**src/rtl/cfg_receiver_pkg.sv**
```systemverilog
// cfg_receiver_pkg: shared definitions for the serial configuration receiver.
// Holds the FSM state encoding and the default configuration word length.
package cfg_receiver_pkg;

  localparam int unsigned CFG_WIDTH_DEFAULT = 33;

  typedef enum logic [1:0] {
    StIdle  = 2'd0,
    StShift = 2'd1,
    StDone  = 2'd2
  } state_e;

endpackage

```
**src/rtl/cfg_receiver_sync_2ff.sv**
```systemverilog
// sync_2ff: two-flop synchronizer bank, synchronous active-high reset to 0.
// Ports:
//   clk   - sampling clock
//   reset - synchronous active-high reset
//   d_i   - asynchronous inputs (Width bits)
//   q_o   - synchronized outputs (Width bits)
module sync_2ff #(
  parameter int unsigned Width = 1
) (
  input  logic             clk,
  input  logic             reset,
  input  logic [Width-1:0] d_i,
  output logic [Width-1:0] q_o
);

  logic [Width-1:0] meta_q;
  logic [Width-1:0] sync_q;

  always_ff @(posedge clk) begin
    if (reset) begin
      meta_q <= '0;
      sync_q <= '0;
    end else begin
      meta_q <= d_i;
      sync_q <= meta_q;
    end
  end

  assign q_o = sync_q;

endmodule

```
**src/rtl/cfg_receiver.sv**
```systemverilog
// cfg_receiver: receives a CFG_WIDTH-bit configuration word shifted in LSB first
// over cfg_sclk/cfg_data while cfg_en frames the transfer, and commits it to cfg_word.
// Optional macro CFG_RX_SYNC_EN routes cfg_en/cfg_sclk/cfg_data through a 2-FF
// synchronizer; without it the inputs are used directly.
// Ports:
//   clk       - system clock, all logic on rising edge
//   reset     - synchronous active-high reset
//   cfg_en    - transfer frame enable
//   cfg_sclk  - serial bit clock, one bit per rising edge
//   cfg_data  - serial data, LSB first
//   cfg_word  - last committed configuration word
//   cfg_valid - one-cycle pulse after each commit
//   cfg_busy  - high while a frame is being shifted in
//   cfg_error - sticky error for the current or most recent frame
module cfg_receiver
  import cfg_receiver_pkg::*;
#(
  parameter int unsigned          CFG_WIDTH   = CFG_WIDTH_DEFAULT,
  parameter logic [CFG_WIDTH-1:0] CFG_DEFAULT = '0
) (
  input  logic                 clk,
  input  logic                 reset,
  input  logic                 cfg_en,
  input  logic                 cfg_sclk,
  input  logic                 cfg_data,
  output logic [CFG_WIDTH-1:0] cfg_word,
  output logic                 cfg_valid,
  output logic                 cfg_busy,
  output logic                 cfg_error
);

  localparam int unsigned CntW = $clog2(CFG_WIDTH + 1);
  localparam logic [CntW-1:0] LastCnt = CntW'(CFG_WIDTH);

  logic en_s, sclk_s, data_s;

`ifdef CFG_RX_SYNC_EN
  logic [2:0] sync_out;

  // Data shares the sclk delay path so each edge sees its own bit.
  sync_2ff #(
    .Width(3)
  ) u_sync (
    .clk  (clk),
    .reset(reset),
    .d_i  ({cfg_en, cfg_sclk, cfg_data}),
    .q_o  (sync_out)
  );

  assign {en_s, sclk_s, data_s} = sync_out;
`else
  assign en_s   = cfg_en;
  assign sclk_s = cfg_sclk;
  assign data_s = cfg_data;
`endif

  state_e               state_q, state_d;
  logic [CntW-1:0]      cnt_q, cnt_d;
  logic [CFG_WIDTH-1:0] shreg_q, shreg_d;
  logic [CFG_WIDTH-1:0] word_q, word_d;
  logic                 valid_q, valid_d;
  logic                 error_q, error_d;
  logic                 en_prev_q, sclk_prev_q;

  logic                 en_rise, en_fall, sclk_rise;
  logic [CFG_WIDTH-1:0] shifted;
  logic [CntW-1:0]      cnt_inc;

  assign en_rise   = en_s & ~en_prev_q;
  assign en_fall   = ~en_s & en_prev_q;
  assign sclk_rise = sclk_s & ~sclk_prev_q;
  assign shifted   = {data_s, shreg_q[CFG_WIDTH-1:1]};
  assign cnt_inc   = cnt_q + 1'b1;

  always_comb begin
    state_d = state_q;
    cnt_d   = cnt_q;
    shreg_d = shreg_q;
    word_d  = word_q;
    valid_d = 1'b0;
    error_d = error_q;
    unique case (state_q)
      StIdle: begin
        if (en_rise) begin
          state_d = StShift;
          cnt_d   = '0;
          error_d = 1'b0;
        end
      end
      StShift: begin
        // An enable fall wins over a coincident sclk rise; that bit is dropped.
        if (en_fall) begin
          error_d = 1'b1;
          state_d = StIdle;
        end else if (sclk_rise) begin
          shreg_d = shifted;
          cnt_d   = cnt_inc;
          if (cnt_inc == LastCnt) begin
            word_d  = shifted;
            valid_d = 1'b1;
            state_d = StDone;
          end
        end
      end
      StDone: begin
        if (sclk_rise) error_d = 1'b1;
        if (en_fall)   state_d = StIdle;
      end
      default: state_d = StIdle;
    endcase
  end

  always_ff @(posedge clk) begin
    if (reset) begin
      state_q     <= StIdle;
      cnt_q       <= '0;
      shreg_q     <= '0;
      word_q      <= CFG_DEFAULT;
      valid_q     <= 1'b0;
      error_q     <= 1'b0;
      en_prev_q   <= 1'b0;
      sclk_prev_q <= 1'b0;
    end else begin
      state_q     <= state_d;
      cnt_q       <= cnt_d;
      shreg_q     <= shreg_d;
      word_q      <= word_d;
      valid_q     <= valid_d;
      error_q     <= error_d;
      // Previous samples track in every state so a level already high never looks like an edge.
      en_prev_q   <= en_s;
      sclk_prev_q <= sclk_s;
    end
  end

  assign cfg_word  = word_q;
  assign cfg_valid = valid_q;
  assign cfg_error = error_q;
  assign cfg_busy  = (state_q == StShift);

endmodule

```
**config.mk**
```make
export PLATFORM = sky130hd
export DESIGN_NAME = cfg_receiver
export DESIGN_NICKNAME = d
export VERILOG_FILES = /design/src/rtl/cfg_receiver_pkg.sv /design/src/rtl/cfg_receiver_sync_2ff.sv /design/src/rtl/cfg_receiver.sv
export SDC_FILE = /design/constraint.sdc
export NUM_CORES = 1
export LEC_CHECK = 0
export ABC_AREA = 1
export CAP_MARGIN = 20
export CELL_PAD_IN_SITES_DETAIL_PLACEMENT = 2
export CELL_PAD_IN_SITES_GLOBAL_PLACEMENT = 2
export CORE_MARGIN = 3
export CORE_UTILIZATION = 31
export CTS_CLUSTER_SIZE = 20
export DETAILED_ROUTE_END_ITERATION = 10
export PLACE_DENSITY = 0.76
export REMOVE_ABC_BUFFERS = 1
export SETUP_SLACK_MARGIN = 0.4
export SLEW_MARGIN = 20
export SYNTH_ARGS = -nofsm -noshare
export SYNTH_HDL_FRONTEND = slang
export SYNTH_SLANG_ARGS = --single-unit
```
**constraint.sdc**
```tcl
create_clock -name clk -period 2.1 [get_ports clk]
set_input_delay 0.21 -clock clk [delete_from_list [all_inputs] [get_ports clk]]
set_output_delay 0.21 -clock clk [all_outputs]
set_load 0.02 [all_outputs]
```
-- Word-level counts from Yosys, hierarchy flattened
Cells that the tools add are included.
- register bits: 78
- bits in writable memories: 0
- ROM bits: 0
- output and inout bits: 36
- memories kept: 0
- bits in latches: 0
- bits of input ports: 5
- shift operators: 0
- reduce and logical (&&, ||, !) cells: 9
- divide/modulo/power cells: 0
- bitwise operators: 9
- mux-type cells: 15
- $add $sub $neg: 1
- order comparisons: 0
- equality and inequality tests: 11
- multipliers: 0
- operators by type and width (kind ; number):
    $mux W6 ; 3
    $reduce_and A4 Y1 ; 4
    $pmux W6 S2 ; 1
    $mux W2 ; 5
    $ne A2 B2 Y1 const B ; 4
    $add A6 B1 Y6 const B ; 1
    $eq A6 B6 Y1 const B ; 1
    $ne A3 B1 Y1 const B ; 2
    $not A1 Y1 ; 6
    $pmux W2 S3 ; 1
    $mux W1 ; 4
    $ne A2 B1 Y1 const B ; 2
    $reduce_or A4 Y1 ; 1
    $and A1 B1 Y1 ; 3
    $pmux W1 S3 ; 1
    $reduce_and A3 Y1 ; 1
    $reduce_bool A3 Y1 ; 1
    $eq A2 B1 Y1 const B ; 1
    $eq A2 B2 Y1 const B ; 1
    $logic_not A2 Y1 ; 1
    $reduce_bool A2 Y1 ; 1

-- Logic depth before layout (Yosys ltp)
- word-level depth: 6
- gate-level depth with buffers: 12
- gate-level depth less buffers: 11

-- Worst setup path after synthesis
No wires, ideal clock.
- path type: reg2reg
- start point: register state_q[1]
- end point: register shreg_q[10]
- path slack: 445 ps
- buffers on the path: 2
- required time: 1972 ps
- setup time: 128 ps
- arrival time: 1526 ps
- clock period less this slack: 1655 ps
- stages on the path, launching flop included: 8
- cells stage by stage: dfxtp_1 > inv_1 > ha_1 > o21ai_2 > nor2_1 > buf_2 > clkbuf_1 > a21oi_1
- cells in the longest elaborated chain, start to end: 2
- RTL lines (what ; RTL line ; source):
    from (decl) ; cfg_receiver.sv:57 ; state_e state_q, state_d;
    from (signal assigned) ; cfg_receiver.sv:115 ; state_q <= StIdle;
    from (signal assigned) ; cfg_receiver.sv:124 ; state_q <= state_d;
    $eq A2 B1 Y1 ; -- ;
    net cfg_busy ; cfg_receiver.sv:28 ; output logic cfg_busy,
    $reduce_and A3 Y1 (no source line) ; -- ;
    to (signal assigned) ; cfg_receiver.sv:126 ; shreg_q <= shreg_d;
    to (decl) ; cfg_receiver.sv:59 ; logic [CFG_WIDTH-1:0] shreg_q, shreg_d;
The timed path passes the listed nets, and every way through them passes these cells.
A chain may end at the register's enable or synchronous reset.

-- Worst setup path after layout
- start point: register cnt_q[1]
- end point: register word_q[3], in the netlist cfg_word[3]
- cells in the longest elaborated chain, start to end: 3
- RTL lines (what ; RTL line ; source):
    from (decl) ; cfg_receiver.sv:58 ; logic [CntW-1:0] cnt_q, cnt_d;
    from (signal assigned) ; cfg_receiver.sv:125 ; cnt_q <= cnt_d;
    $add A6 B1 Y6 ; cfg_receiver.sv:73 ; assign cnt_inc = cnt_q + 1'b1;
    $eq A6 B6 Y1 ; cfg_receiver.sv:98 ; if (cnt_inc == LastCnt) begin
    $reduce_and A4 Y1 (no source line) ; -- ;
    to (signal assigned) ; cfg_receiver.sv:127 ; word_q <= word_d;
    to (decl) ; cfg_receiver.sv:60 ; logic [CFG_WIDTH-1:0] word_q, word_d;
No other way between the ends.

==> run summary <==
Vias -> 3176
cts-stage hold buffer count -> 0
delay of the slowest critical-path stage -> 0.38 ns
crit path launch type -> flop
Fmax -> 551 MHz
run status -> complete, no violations
Synth area leader -> dfxtp_1
syn avg cell area -> 6.95 µm²
placed cell count -> 648
Synth Instances -> 484
Clock Power Share -> 38.7%
post-DP HPWL -> 5720 µm
vias in the first global route -> 3413
Net count, final -> 555
synthesis-stage register bit count -> 77
Worst path slowest cell -> dfxtp_4
GPL Wtd Cong -> 0.749
fillers -> 1203
CP Max Fanout -> 6
fin. max-slew vios -> 0
CTS Buf Count -> 9
worst-path cell chain -> ha_4 -> inv_2 -> nand2_2 -> nand2_2 -> nand2_4 -> nor2_4 -> nand3_4 -> nor2_4 -> buf_6 -> buf_12 -> clkbuf_16 -> nand2_2 -> nand2_1 -> nor2_1
die area -> 12100 µm²
RSZ-0062 raised after global routing -> yes
leakage -> 1.95 nW
Post-Syn Area -> 3360 µm²
Worst Skew -> 0.0145 ns
top cells by area, synth -> dfxtp_1 (46%), nand2_1 (14%), inv_1 (13%)
clk buf depth -> 2
maximum VDD drop -> 0.313 mV
initial antenna violation count -> 0
DRC -> 0
design area -> 4640 µm²
PortBufs -> 40
Final Util -> 44.6%
worst path arrival time -> 2.08 ns
wirelength, routed -> 11800 µm
Core Region -> 10400 µm²
PD cells -> 683 nW/µm²
TritonRoute pass-1 iters -> 4
Routed Antenna Nets -> 0
Setup crit end kind -> flop
kind of critical path -> flop to flop
Die Wd -> 110 µm
worst rel slew slack -> 81.6%
H-tree levels -> 3
FP Rows -> 37
YS warnings -> 0
combinational share of power -> 12.3%
final hold viol count -> 0
Area Growth Syn to Fin -> 38.1%
CP required -> 2.37 ns
root buf cell -> clkbuf_8
initial drt markers -> 89
initial core utilization -> 32.3%
Yosys top cell area share -> 45.9%
Sum Neg Setup Slack -> 0 ns
clk sinks -> 77
CTS tree -> built
largest net degree at the start of global routing -> 56
overall power -> 3.17 mW
most frequent cell on the critical path -> nand2_2
DIE HEIGHT -> 110 µm
Finish-stage setup viols -> 0
sw power -> 858 µW
wire length per cell -> 17.2 µm
crit-path leading delay family -> simple AND/OR/NAND/NOR gates
final period utilization -> 86.4%
ANT cells -> 0
max cap viols -> 0
Hold Path Class -> input pin to flop
gr usage total -> 18.4%
Reg power frac -> 49.1%
Worst-Skew Late Latency -> 0.36 ns
sequential area share after synthesis -> 45.9%
layout cells sized above 1 -> 20.6%
critical path buffer and inverter count -> 4
Top Ports -> 41
internal power -> 2.31 mW
clock slew at reported path FFs -> 0.09 ns
post-DR vias/cell -> 4.64
grt ovf -> 0
min cycle time layout -> 1.81 ns
final cell count without fillers -> 685
Worst-Margin Slew -> 0.276 ns
global-route wire length before repair -> 16900 µm
area of placed instances -> 3910 µm²
Yosys cell types -> 24
Sw Share -> 27.1%
-- layout by cell type (no fill, tap or decap), types with 2 or more instances in the layout --
master and instances:
a21oi_1 40, buf_12 5, buf_16 2, buf_4 16, buf_6 3, bufbuf_16 2
clkbuf_16 2, clkbuf_8 12, clkdlybuf4s50_1 39, dfxtp_1 70, dfxtp_2 3, dfxtp_4 4
ha_1 3, ha_4 3, inv_1 112, inv_2 5, nand2_1 102, nand2_2 22
nand2_4 2, nand3_1 6, nand3_2 2, nand3_4 2, nor2_1 26, nor2_2 13
nor2_4 4, o21ai_0 35, o21ai_2 2
-- stage by stage --
stage                     hold WS [ns]  setup WS [ns]
after floorplan                  0.279          -1.30
after global placement           0.442          0.234
after detailed placement         0.443          0.105
after CTS                        0.385          0.306
after global routing             0.436          0.179
final                            0.437          0.286
-- tightest hold or removal path, delay by kind of cell --
| kind | cells | cell delay, ns |
|---|---|---|
| buf+inv | 2 | 0.51 |
| simple gates | 1 | 0.04 |
-- worst paths after layout --
| check | startpoint | to | cells past startpoint | slack, ns |
|---|---|---|---|---|
| setup reg to reg | cnt_q[1]$_SDFFE_PP0P_ | cfg_word[3]$_SDFFE_PP0P_ | 14 | 0.29 |
| hold / removal | cfg_sclk | sclk_prev_q$_SDFF_PP0_ | 3 | 0.44 |
| hold reg to reg | shreg_q[8]$_SDFFE_PP0P_ | shreg_q[7]$_SDFFE_PP0P_ | 2 | 0.48 |
| setup / recovery | cnt_q[1]$_SDFFE_PP0P_ | cfg_word[3]$_SDFFE_PP0P_ | 14 | 0.29 |
-- power groups by stage --
| stage | combinational (mW) | sequential (mW) | clock (mW) |
|---|---|---|---|
| floorplan | 0.177 | 1.58 | 0 |
| global placement | 0.272 | 1.58 | 0 |
| detailed placement | 0.286 | 1.58 | 0 |
| CTS | 0.338 | 1.55 | 1.27 |
| global route | 0.429 | 1.56 | 1.32 |
| finish | 0.389 | 1.56 | 1.23 |
-- cell usage after synthesis --
cell type and count:
clkinv_1 1, buf_2 1, buf_1 1, o21ai_2 1, nor2_2 13, buf_6 6
xnor2_1 1, nand2_1 125, nor2_1 29, clkbuf_1 11, o21ai_1 1, nor2_4 1
a21oi_1 41, xor2_1 1, buf_4 2, nand3_1 8, dfxtp_1 77, nand3_2 2
nand4_1 1, ha_1 6, nor3_2 1, o21ai_0 36, inv_1 117, nand2_2 1
-- layout make-up --
cell class | instances | area [µm²] | area share, %
clock buffers | 13 | 169 | 3.64
multi-input cells | 268 | 1430 | 30.8
inverters | 118 | 445 | 9.60
well taps | 136 | 170 | 3.67
clock inverters | 3 | 42.5 | 0.916
repair buffers | 70 | 823 | 17.7
flip-flops and latches | 77 | 1560 | 33.6
-- sequential cells by signal, summed over array words and instances (netlist names) --
register	count
sclk_prev_q	1
en_prev_q	1
cfg_error	1
state_q	2
cfg_valid	1
shreg_q	32
cfg_word	33
cnt_q	6
-- metal layers --
metal  wire [µm]  track usage [%]  vias to the layer above
met3         357             3.84                       24
met2        6230             34.5                       59
met5           0                0                        -
li1            -                -                     1544
met4         348             6.77                        0
met1        4850             20.3                     1549
-- kinds of logic (layout without fill, tap and decap cells) --
kind of cell,count (synthesis),after routing,synth area share [%]
AND/OR/NAND/NOR,181,181,22.4
AO/OA/AOI/OAI,79,79,11.9
flip-flops,77,77,45.9
adder cells (fa/ha/maj),6,6,2.23
XOR/XNOR,2,2,0.521
buffers and inverters,139,204,17.1
-- what timing repair did --
| action | in CTS | in global routing |
|---|---|---|
| pin swaps | 4 | 17 |
| gates resized for setup | 25 | 44 |
| gates cloned | 4 | 2 |
| endpoints found under the setup margin | 42 | 72 |
| buffers inserted | 10 | 5 |
Note: power is estimated with default switching activity, not from simulation.
